**src/rtl/mario_pkg.sv**
```systemverilog
// Shared layout and ASCII constants for the score/level/lives text row,
// plus the conversion FSM state type.
package mario_pkg;

    localparam int XCHARS_DEF = 69;

    localparam logic [7:0] SCORE_LBL_COL = 8'd0;
    localparam logic [7:0] SCORE_DIG_COL = 8'd6;
    localparam logic [7:0] LEVEL_LBL_COL = 8'd30;
    localparam logic [7:0] LEVEL_DIG_COL = 8'd36;
    localparam logic [7:0] LIVES_LBL_COL = 8'd58;
    localparam logic [7:0] LIVES_DIG_COL = 8'd64;
    localparam logic [7:0] LBL_LEN       = 8'd5;

    localparam logic [6:0] ASCII_SPACE = 7'h20;
    localparam logic [6:0] ASCII_ZERO  = 7'h30;

    localparam logic [39:0] SCORE_STR = "SCORE";
    localparam logic [39:0] LEVEL_STR = "LEVEL";
    localparam logic [39:0] LIVES_STR = "LIVES";

    typedef enum logic [2:0] {
        IDLE,
        CONV_SCORE,
        CONV_LEVEL,
        CONV_LIVES,
        WRITE
    } state_t;

    // Character i (0 = leftmost) of a 5-character label.
    function automatic logic [6:0] label_char(input logic [39:0] s, input logic [7:0] i);
        case (i)
            8'd0:    return s[38:32];
            8'd1:    return s[30:24];
            8'd2:    return s[22:16];
            8'd3:    return s[14:8];
            default: return s[6:0];
        endcase
    endfunction

    function automatic logic [6:0] digit_char(input logic [3:0] d);
        return ASCII_ZERO | {3'b000, d};
    endfunction

    // BCD digit k counted from the least significant nibble.
    function automatic logic [3:0] bcd_digit(input logic [19:0] v, input logic [2:0] k);
        case (k)
            3'd0:    return v[3:0];
            3'd1:    return v[7:4];
            3'd2:    return v[11:8];
            3'd3:    return v[15:12];
            default: return v[19:16];
        endcase
    endfunction

endpackage

```
**src/rtl/mario_score_text_bin2bcd.sv**
```systemverilog
// Sequential double-dabble: one load cycle then 16 shift/add-3 cycles.
module bin2bcd (
    input  logic        clk,
    input  logic        rst,
    input  logic        start,
    input  logic [15:0] bin,
    output logic [19:0] bcd,
    output logic        done,
    output logic        active
);

    logic [15:0] sr;
    logic [19:0] acc;
    logic [19:0] adj;
    logic [4:0]  cnt;

    always_comb begin
        adj = acc;
        for (int i = 0; i < 5; i++) begin
            if (acc[4*i +: 4] > 4'd4)
                adj[4*i +: 4] = acc[4*i +: 4] + 4'd3;
        end
    end

    always_ff @(posedge clk) begin
        if (rst) begin
            sr  <= '0;
            acc <= '0;
            cnt <= '0;
        end else if (start) begin
            sr  <= bin;
            acc <= '0;
            cnt <= 5'd16;
        end else if (cnt != 5'd0) begin
            acc <= {adj[18:0], sr[15]};
            sr  <= {sr[14:0], 1'b0};
            cnt <= cnt - 5'd1;
        end
    end

    // done marks the cycle performing the final shift; bcd is valid the cycle after.
    assign done   = (cnt == 5'd1);
    assign active = (cnt != 5'd0);
    assign bcd    = acc;

endmodule

```
**src/rtl/mario_score_text.sv**
```systemverilog
// Score/level/lives text row: converts the inputs to BCD in the background and
// swaps the new digits onto the display only at a vsync rising edge.
module mario_score_text
    import mario_pkg::*;
#(
    parameter int XCHARS = XCHARS_DEF
) (
    input  logic        clk,
    input  logic        rst,
    input  logic [15:0] score,
    input  logic [7:0]  level,
    input  logic [3:0]  lives,
    input  logic        update,
    input  logic        vsync_in,
    input  logic [7:0]  char_xy,
    output logic [6:0]  char_code,
    output logic        busy
);

    localparam logic [7:0] XCHARS_W = 8'(XCHARS);

    state_t state, state_nxt;

    logic [15:0] score_r;
    logic [7:0]  level_r;
    logic [3:0]  lives_r;
    logic        req, pending, vs_q, vs_rise;
    logic [19:0] score_tmp, sh_score, dp_score;
    logic [11:0] level_tmp, sh_level, dp_level;
    logic [7:0]  sh_lives, dp_lives;

    logic        cv_start, cv_done, cv_active;
    logic [15:0] cv_in;
    logic [19:0] cv_bcd;

    logic [6:0]  char_nxt;
    logic [7:0]  off_sl, off_sd, off_ll, off_ld, off_vl, off_vd;

    bin2bcd u_conv (
        .clk    (clk),
        .rst    (rst),
        .start  (cv_start),
        .bin    (cv_in),
        .bcd    (cv_bcd),
        .done   (cv_done),
        .active (cv_active)
    );

    always_ff @(posedge clk) begin
        if (rst) state <= IDLE;
        else     state <= state_nxt;
    end

    always_comb begin
        state_nxt = state;
        case (state)
            IDLE:       if (update || req) state_nxt = CONV_SCORE;
            CONV_SCORE: if (cv_done) state_nxt = CONV_LEVEL;
            CONV_LEVEL: if (cv_done) state_nxt = CONV_LIVES;
            CONV_LIVES: if (cv_done) state_nxt = WRITE;
            WRITE:      state_nxt = IDLE;
            default:    state_nxt = IDLE;
        endcase
    end

    // Each CONV state's first cycle is the one where the converter is idle.
    always_comb begin
        busy     = (state != IDLE);
        cv_start = 1'b0;
        cv_in    = 16'h0000;
        case (state)
            CONV_SCORE: begin cv_start = ~cv_active; cv_in = score_r; end
            CONV_LEVEL: begin cv_start = ~cv_active; cv_in = {8'h00, level_r}; end
            CONV_LIVES: begin cv_start = ~cv_active; cv_in = {12'h000, lives_r}; end
            default: ;
        endcase
    end

    assign vs_rise = vsync_in & ~vs_q;

    always_ff @(posedge clk) begin
        if (rst) begin
            score_r   <= '0;
            level_r   <= '0;
            lives_r   <= '0;
            req       <= 1'b0;
            pending   <= 1'b0;
            vs_q      <= 1'b0;
            score_tmp <= '0;
            level_tmp <= '0;
            sh_score  <= '0;
            sh_level  <= '0;
            sh_lives  <= '0;
            dp_score  <= '0;
            dp_level  <= '0;
            dp_lives  <= '0;
        end else begin
            vs_q <= vsync_in;
            if (state == IDLE && (update || req)) begin
                score_r <= score;
                level_r <= level;
                lives_r <= lives;
                req     <= 1'b0;
            end else if (state != IDLE && update) begin
                req <= 1'b1;
            end
            // Previous field's result is still on the converter output while it reloads.
            if (state == CONV_LEVEL && cv_start) score_tmp <= cv_bcd;
            if (state == CONV_LIVES && cv_start) level_tmp <= cv_bcd[11:0];
            // A WRITE coinciding with a vsync edge defers the commit to the next edge.
            if (state == WRITE) begin
                sh_score <= score_tmp;
                sh_level <= level_tmp;
                sh_lives <= cv_bcd[7:0];
                pending  <= 1'b1;
            end else if (vs_rise && pending) begin
                dp_score <= sh_score;
                dp_level <= sh_level;
                dp_lives <= sh_lives;
                pending  <= 1'b0;
            end
        end
    end

    always_comb begin
        off_sl   = char_xy - SCORE_LBL_COL;
        off_sd   = char_xy - SCORE_DIG_COL;
        off_ll   = char_xy - LEVEL_LBL_COL;
        off_ld   = char_xy - LEVEL_DIG_COL;
        off_vl   = char_xy - LIVES_LBL_COL;
        off_vd   = char_xy - LIVES_DIG_COL;
        char_nxt = ASCII_SPACE;
        // Offsets wrap below the field start, so one unsigned compare bounds both sides.
        if (char_xy < XCHARS_W) begin
            if (off_sl < LBL_LEN)
                char_nxt = label_char(SCORE_STR, off_sl);
            else if (off_sd < 8'd5)
                char_nxt = digit_char(bcd_digit(dp_score, 3'd4 - off_sd[2:0]));
            else if (off_ll < LBL_LEN)
                char_nxt = label_char(LEVEL_STR, off_ll);
            else if (off_ld < 8'd3)
                char_nxt = digit_char(bcd_digit({8'h00, dp_level}, 3'd2 - off_ld[2:0]));
            else if (off_vl < LBL_LEN)
                char_nxt = label_char(LIVES_STR, off_vl);
            else if (off_vd < 8'd2)
                char_nxt = digit_char(bcd_digit({12'h000, dp_lives}, 3'd1 - off_vd[2:0]));
        end
    end

    always_ff @(posedge clk) begin
        if (rst) char_code <= ASCII_SPACE;
        else     char_code <= char_nxt;
    end

endmodule
```
**config.mk**
```make
export PLATFORM = sky130hd
export DESIGN_NAME = mario_score_text
export DESIGN_NICKNAME = d
export VERILOG_FILES = /design/src/rtl/mario_pkg.sv /design/src/rtl/mario_score_text_bin2bcd.sv /design/src/rtl/mario_score_text.sv
export SDC_FILE = /design/constraint.sdc
export NUM_CORES = 1
export LEC_CHECK = 0
export BUFFER_PORTS_ARGS = -buffer_cell sky130_fd_sc_hd__buf_2
export CAP_MARGIN = 10
export CORE_AREA = 2 2 121 123
export CTS_CLUSTER_SIZE = 30
export DETAILED_ROUTE_END_ITERATION = 8
export DIE_AREA = 0 0 123 125
export PLACE_DENSITY = 0.77
export SKIP_CTS_REPAIR_TIMING = 1
export SYNTH_ARGS = -nofsm -noshare
export SYNTH_HDL_FRONTEND = slang
export SYNTH_SLANG_ARGS = --single-unit
```
**constraint.sdc**
```tcl
create_clock -name clk -period 2.75 [get_ports clk]
set_input_delay 0.825 -clock clk [delete_from_list [all_inputs] [get_ports clk]]
set_output_delay 0.825 -clock clk [all_outputs]
set_load 0.05 [all_outputs]
```
# --- Word-level counts from Yosys, hierarchy flattened ---
# Cells that the tools add are included.
totals:
  out_inout_bits: 8
  in_bits: 40
  word_cells: 128
  ff_bits: 194
op_classes:
  mux: 30
  n_reduce_logical: 23
  bitwise_logic: 5
  n_lt_le_gt_ge: 12
  n_eq_ne: 24
  n_addsub: 14
ops:
  columns: ["cell", "n"]
  rows:
  - ["$eq A8 B2 Y1 const B", 6]
  - ["$pmux W16 S3", 1]
  - ["$pmux W5 S4", 2]
  - ["$mux W7", 5]
  - ["$lt A8 B3 Y1 const B", 4]
  - ["$mux W16", 2]
  - ["$eq A8 B1 Y1 const B", 3]
  - ["$gt A4 B3 Y1 const B", 5]
  - ["$add A4 B2 Y4 const B", 4]
  - ["$logic_not A8 Y1", 2]
  - ["$lt A8 B2 Y1 const B", 2]
  - ["$mux W4", 4]
  - ["$pmux W4 S4", 1]
  - ["$sub A8 B6 Y8 const B", 2]
  - ["$eq A3 B2 Y1 const B", 5]
  - ["$mux W3", 5]
  - ["$mux W5", 3]
  - ["$eq A3 B1 Y1 const B", 4]
  - ["$logic_not A3 Y1", 4]
  - ["$pmux W3 S4", 1]
  - ["$pmux W4 S3", 1]
  - ["$pmux W5 S2", 1]
  - ["$lt A8 B7 Y1 const B", 1]
  - ["$pmux W4 S2", 1]
  - ["24 further kinds", 39]

# --- Longest topological paths before layout ---
depth:
  depth_word: 10
  ltp_mapped: 9
  depth_no_buf: 8

# --- Cells and area by module ---
# Synthesis repeated with hierarchy kept, for this count alone.
hier_totals:
  hier_cells: 1059
  area_unflattened_um2: 8476.9
modules_own_cells:
  columns: ["module", "cells_per_inst", "seq_area_each_um2", "n_inst", "area_per_inst_um2"]
  rows:
  - ["mario_score_text", 824, 3062.9, 1, 6362.4]
  - ["bin2bcd", 235, 820.8, 1, 2114.5]

# --- Worst setup path after synthesis ---
# OpenSTA, ideal clock, no wires.
synth_path:
  path_kind: "input port to flip-flop"
  from: "in char_xy[1]"
  to: "reg char_code[3]"
  t_arrival_ps: 2521
  slack_ps: 159
  n_path_buf: 2
  setup_time_ps: 70
  cell_stages: 8
  t_required_ps: 2680
  path_cell_list: "buf_2 inv_1 ha_1 buf_1 and2_1 a211o_1 o32a_1 a21oi_1"
synth_via:
  elab_chain_len: 10
  elab_cells_between_ends: 50
  cone_classes: "add/sub: 8; order compare: 7; eq/ne: 15; mux: 12; bitwise: 1; reduce/logical: 7"
synth_lines:
  columns: ["item", "line_no", "text"]
  rows:
  - ["start, declared", "mario_score_text.sv:15", "input logic [7:0] char_xy,"]
  - ["$sub A8 B7 Y8", "mario_score_text.sv:131", "off_vd = char_xy - LIVES_DIG_COL;"]
  - ["$sub A1 B3 Y3", "mario_score_text.sv:146", "char_nxt = digit_char(bcd_digit({12'h000, dp_lives}, 3'd1 - off_vd[2:0]));"]
  - ["$eq A3 B1 Y1 / $logic_not A3 Y1 (equally long branches)", "mario_pkg.sv:47", "case (k)"]
  - ["$pmux W4 S2", "mario_pkg.sv:47", null]
  - ["$mux W5", "mario_score_text.sv:145", "else if (off_vd < 8'd2)"]
  - ["$mux W7", "mario_score_text.sv:143", "else if (off_vl < LBL_LEN)"]
  - ["$mux W7", "mario_score_text.sv:141", "else if (off_ld < 8'd3)"]
  - ["$mux W7", "mario_score_text.sv:139", "else if (off_ll < LBL_LEN)"]
  - ["$mux W7", "mario_score_text.sv:137", "else if (off_sd < 8'd5)"]
  - ["$mux W7", "mario_score_text.sv:135", "if (off_sl < LBL_LEN)"]
  - ["end signal, assigned", "mario_score_text.sv:152", "else char_code <= char_nxt;"]
  - ["end, declared", "mario_score_text.sv:16", "output logic [6:0] char_code,"]
# Parallel ways exist; a longest one is shown, timed or not.
# A chain may end at the register's enable or synchronous reset.

# --- Final worst setup path ---
layout_path:
  from: "reg state[0]"
  to: "out busy"
layout_via:
  elab_chain_len: 1
layout_lines:
  columns: ["item", "line_no", "text"]
  rows:
  - ["start, declared", "mario_score_text.sv:22", "state_t state, state_nxt;"]
  - ["start signal, assigned", "mario_score_text.sv:51", "else state <= state_nxt;"]
  - ["$reduce_bool A3 Y1", "mario_score_text.sv:68", "busy = (state != IDLE);"]
  - ["end, declared", "mario_score_text.sv:17", "output logic busy"]
# No other way between the ends.

==> results.json <==
{
  "status": "complete, no violations",
  "antenna_found_initial": 0,
  "p_sw_frac": 0.336,
  "hold_path_class": "register to register",
  "grt_pass1_wl_mm": 31.3,
  "synth.area.top_cells": "dfxtp_1, nand2_1, a21oi_1",
  "syn_area_per_cell_sq_um": 7.89,
  "synth_seq_cells": 194,
  "syn_nets": 1097,
  "fin_skew_ps": 19.7,
  "critPathLaunch": "state[0]",
  "yosysTopAreaCell": "dfxtp_1",
  "rsz0062_at_grt": "false",
  "routedWlPerCell_um": 14.7,
  "stdcell_area_sq_um": 9160,
  "dpl-instance-area_sq_um": 8590,
  "async_flop_share": 0,
  "vias": 7021,
  "cts_tree": "built",
  "cts_made_buffers": 17,
  "worst_slew_pin_slew_ps": 554,
  "routed_wl_mm": 18.5,
  "clock-sinks": 194,
  "avgViaCountPerCell": 5.56,
  "power.share.sequential": 0.445,
  "yosysMostFrequentCell": "nand2_1",
  "cts_max_level": 4,
  "p_int_mw": 4.90,
  "critPathArrivalTime_ps": 1530,
  "dieHeight_um": 125,
  "dieArea_sq_um": 15400,
  "ys_types": 57,
  "wl_met2_mm": 8.89,
  "final_antenna_net_count": 0,
  "fin_cells": 1262,
  "slowest_stage": "dfxtp_1",
  "reg2reg_from": "u_conv.cnt[0]",
  "path_class": "register to output port",
  "min_from": "level_tmp[7]",
  "drive_gt1_frac": 0.121,
  "min_period_over_period": 0.857,
  "drv_slew": 0,
  "period_needed_ps": 2360,
  "cts.clk_slew.worst_paths_ps": 80,
  "post-dp-hpwl_mm": 12.5,
  "setup_viol": 0,
  "path_cells": "nor3_2, inv_1, buf_2",
  "fp-row-count": 44,
  "layout_setup_ws_ps": 392,
  "r2r_slack_ps": 640,
  "die_x_um": 123,
  "power_density_nw_per_um2": 806,
  "pwr-share-clk": 0.320,
  "yosys-top-cells-count": "nand2_1, dfxtp_1, a21oi_1",
  "fin_nets": 1119,
  "cp-start-kind": "register",
  "cp.required_ps": 1930,
  "clk_path_buf_depth": 2,
  "met3_length_um": 747,
  "synth_ff_type": "dfxtp_1",
  "io_pins": 48,
  "drt_pass1_iterations": 5,
  "power_frac_comb": 0.236,
  "power.switching_mw": 2.48,
  "cts-root-buf": "clkbuf_16",
  "hold_viol": 0,
  "synth_edf_count": 0,
  "grt_pass1_vias": 6501,
  "grt_start_max_net_pins": 43,
  "coreArea_sq_um": 14200,
  "power_leakage_nw": 3.26,
  "whs_ps": 448,
  "synth_area_sq_um": 8230,
  "max_freq_mhz": 424,
  "dp_cells": 1230,
  "critPathCaptureType": "output port",
  "drv_cap": 0,
  "drc_errors": 0,
  "dpl_worst_slack_ps": 60.2,
  "setup_tns_ps": 0,
  "synth_top_area_frac": 0.472,
  "ys.warnings.count": 0,
  "crit_path_max_fanout": 11,
  "drt-met1-wl_mm": 8.61,
  "crit_path_max_incr_delay_ps": 580,
  "topRoutingLayerUsed": "met4",
  "globalplace.congestion": 0.891,
  "postSynthCellCount": 1043,
  "gr-usage-all-layers": 0.253,
  "slew_headroom": 0.630,
  "drt-initial-drc-count": 458,
  "peakVddDrop_mv": 0.517,
  "n_antenna_cell": 0,
  "clock_latency_ps": 440,
  "seq_area_frac_synth": 0.472,
  "grt_overflow": 0,
  "syn2layout_area_growth_pct": 11.2,
  "numPortBuffers": 47,
  "start_util": 0.580
}
==> area by class of cell <==
cell class                 count  area [sq um]
fill                        1235          5040
multi-input combinational    753          3930
sequential                   194          3880
timing repair buffer          77           463
clock buffer                  17           425
tap                          184           230
clock inverter                15           143
inverter                      22          82.6
==> state kept, by name (all words and copies together), names as in the netlist <==
register,count
u_conv.cnt,5
pending,1
score_r,16
level_tmp,12
u_conv.sr,16
sh_score,20
dp_level,12
score_tmp,20
sh_level,12
level_r,8
vs_q,1
dp_lives,8
u_conv.bcd,20
char_code,7
dp_score,20
sh_lives,8
lives_r,4
req,1
state,3
==> layout by cell type (no fill, tap or decap), drive strengths merged, types with 12 or more instances in the layout <==
cell type | netlist | layout
ha | 14 | 14
nor3 | 17 | 17
o21ai | 35 | 35
a21oi | 182 | 182
nand3 | 18 | 18
dfxtp | 194 | 194
mux2i | 12 | 12
nor2 | 40 | 40
clkbuf | 44 | 17
buf | 30 | 77
nand2 | 318 | 318
a211oi | 14 | 14
inv | 22 | 30
==> power by group through the flow <==
stage          combinational, mW  sequential, mW  clock (mW)
2_1_floorplan               1.37            3.25           0
3_3_place_gp                1.70            3.34           0
3_5_place_dp                1.73            3.34           0
4_1_cts                     1.74            3.28        2.40
5_1_grt                     1.97            3.32        2.51
6_report                    1.74            3.29        2.36
==> critical path: cells and delay by family (launching register included) <==
family	cells	cell delay, ps
buffers and inverters	2	390
DFF	1	580
and+or+nand+nor	1	120
==> cells by family after synthesis <==
group,share of synthesized area
xor gates and xnor gates,0.0128
AOI/OAI and AO/OA,0.190
muxes,0.0242
and+or+nand+nor,0.229
buffers and inverters,0.0514
adders and majority gates,0.0213
DFF,0.472
==> worst paths after layout <==
kind / to / cells after the start
max: busy / 3
min reg2reg: sh_level[7] / 2
min: sh_level[7] / 2
max reg2reg: u_conv.sr[15] / 8
==> routing by layer <==
metal / GRT usage / vias to the layer above
met1: 0.334 / 3259
met3: 0.0575 / 23
met5: 0 / -
met2: 0.416 / 156
li1: - / 3583
met4: 0.0715 / 0
==> stage by stage <==
stage / utilization / power [mW]
3_5_place_dp: 0.605 / 5.07
3_3_place_gp: 0.605 / 5.04
5_1_grt: 0.645 / 7.80
4_1_cts: 0.645 / 7.42
2_1_floorplan: - / 4.63
6_report: 0.645 / 7.39
Power figures use the tool's default switching activity.
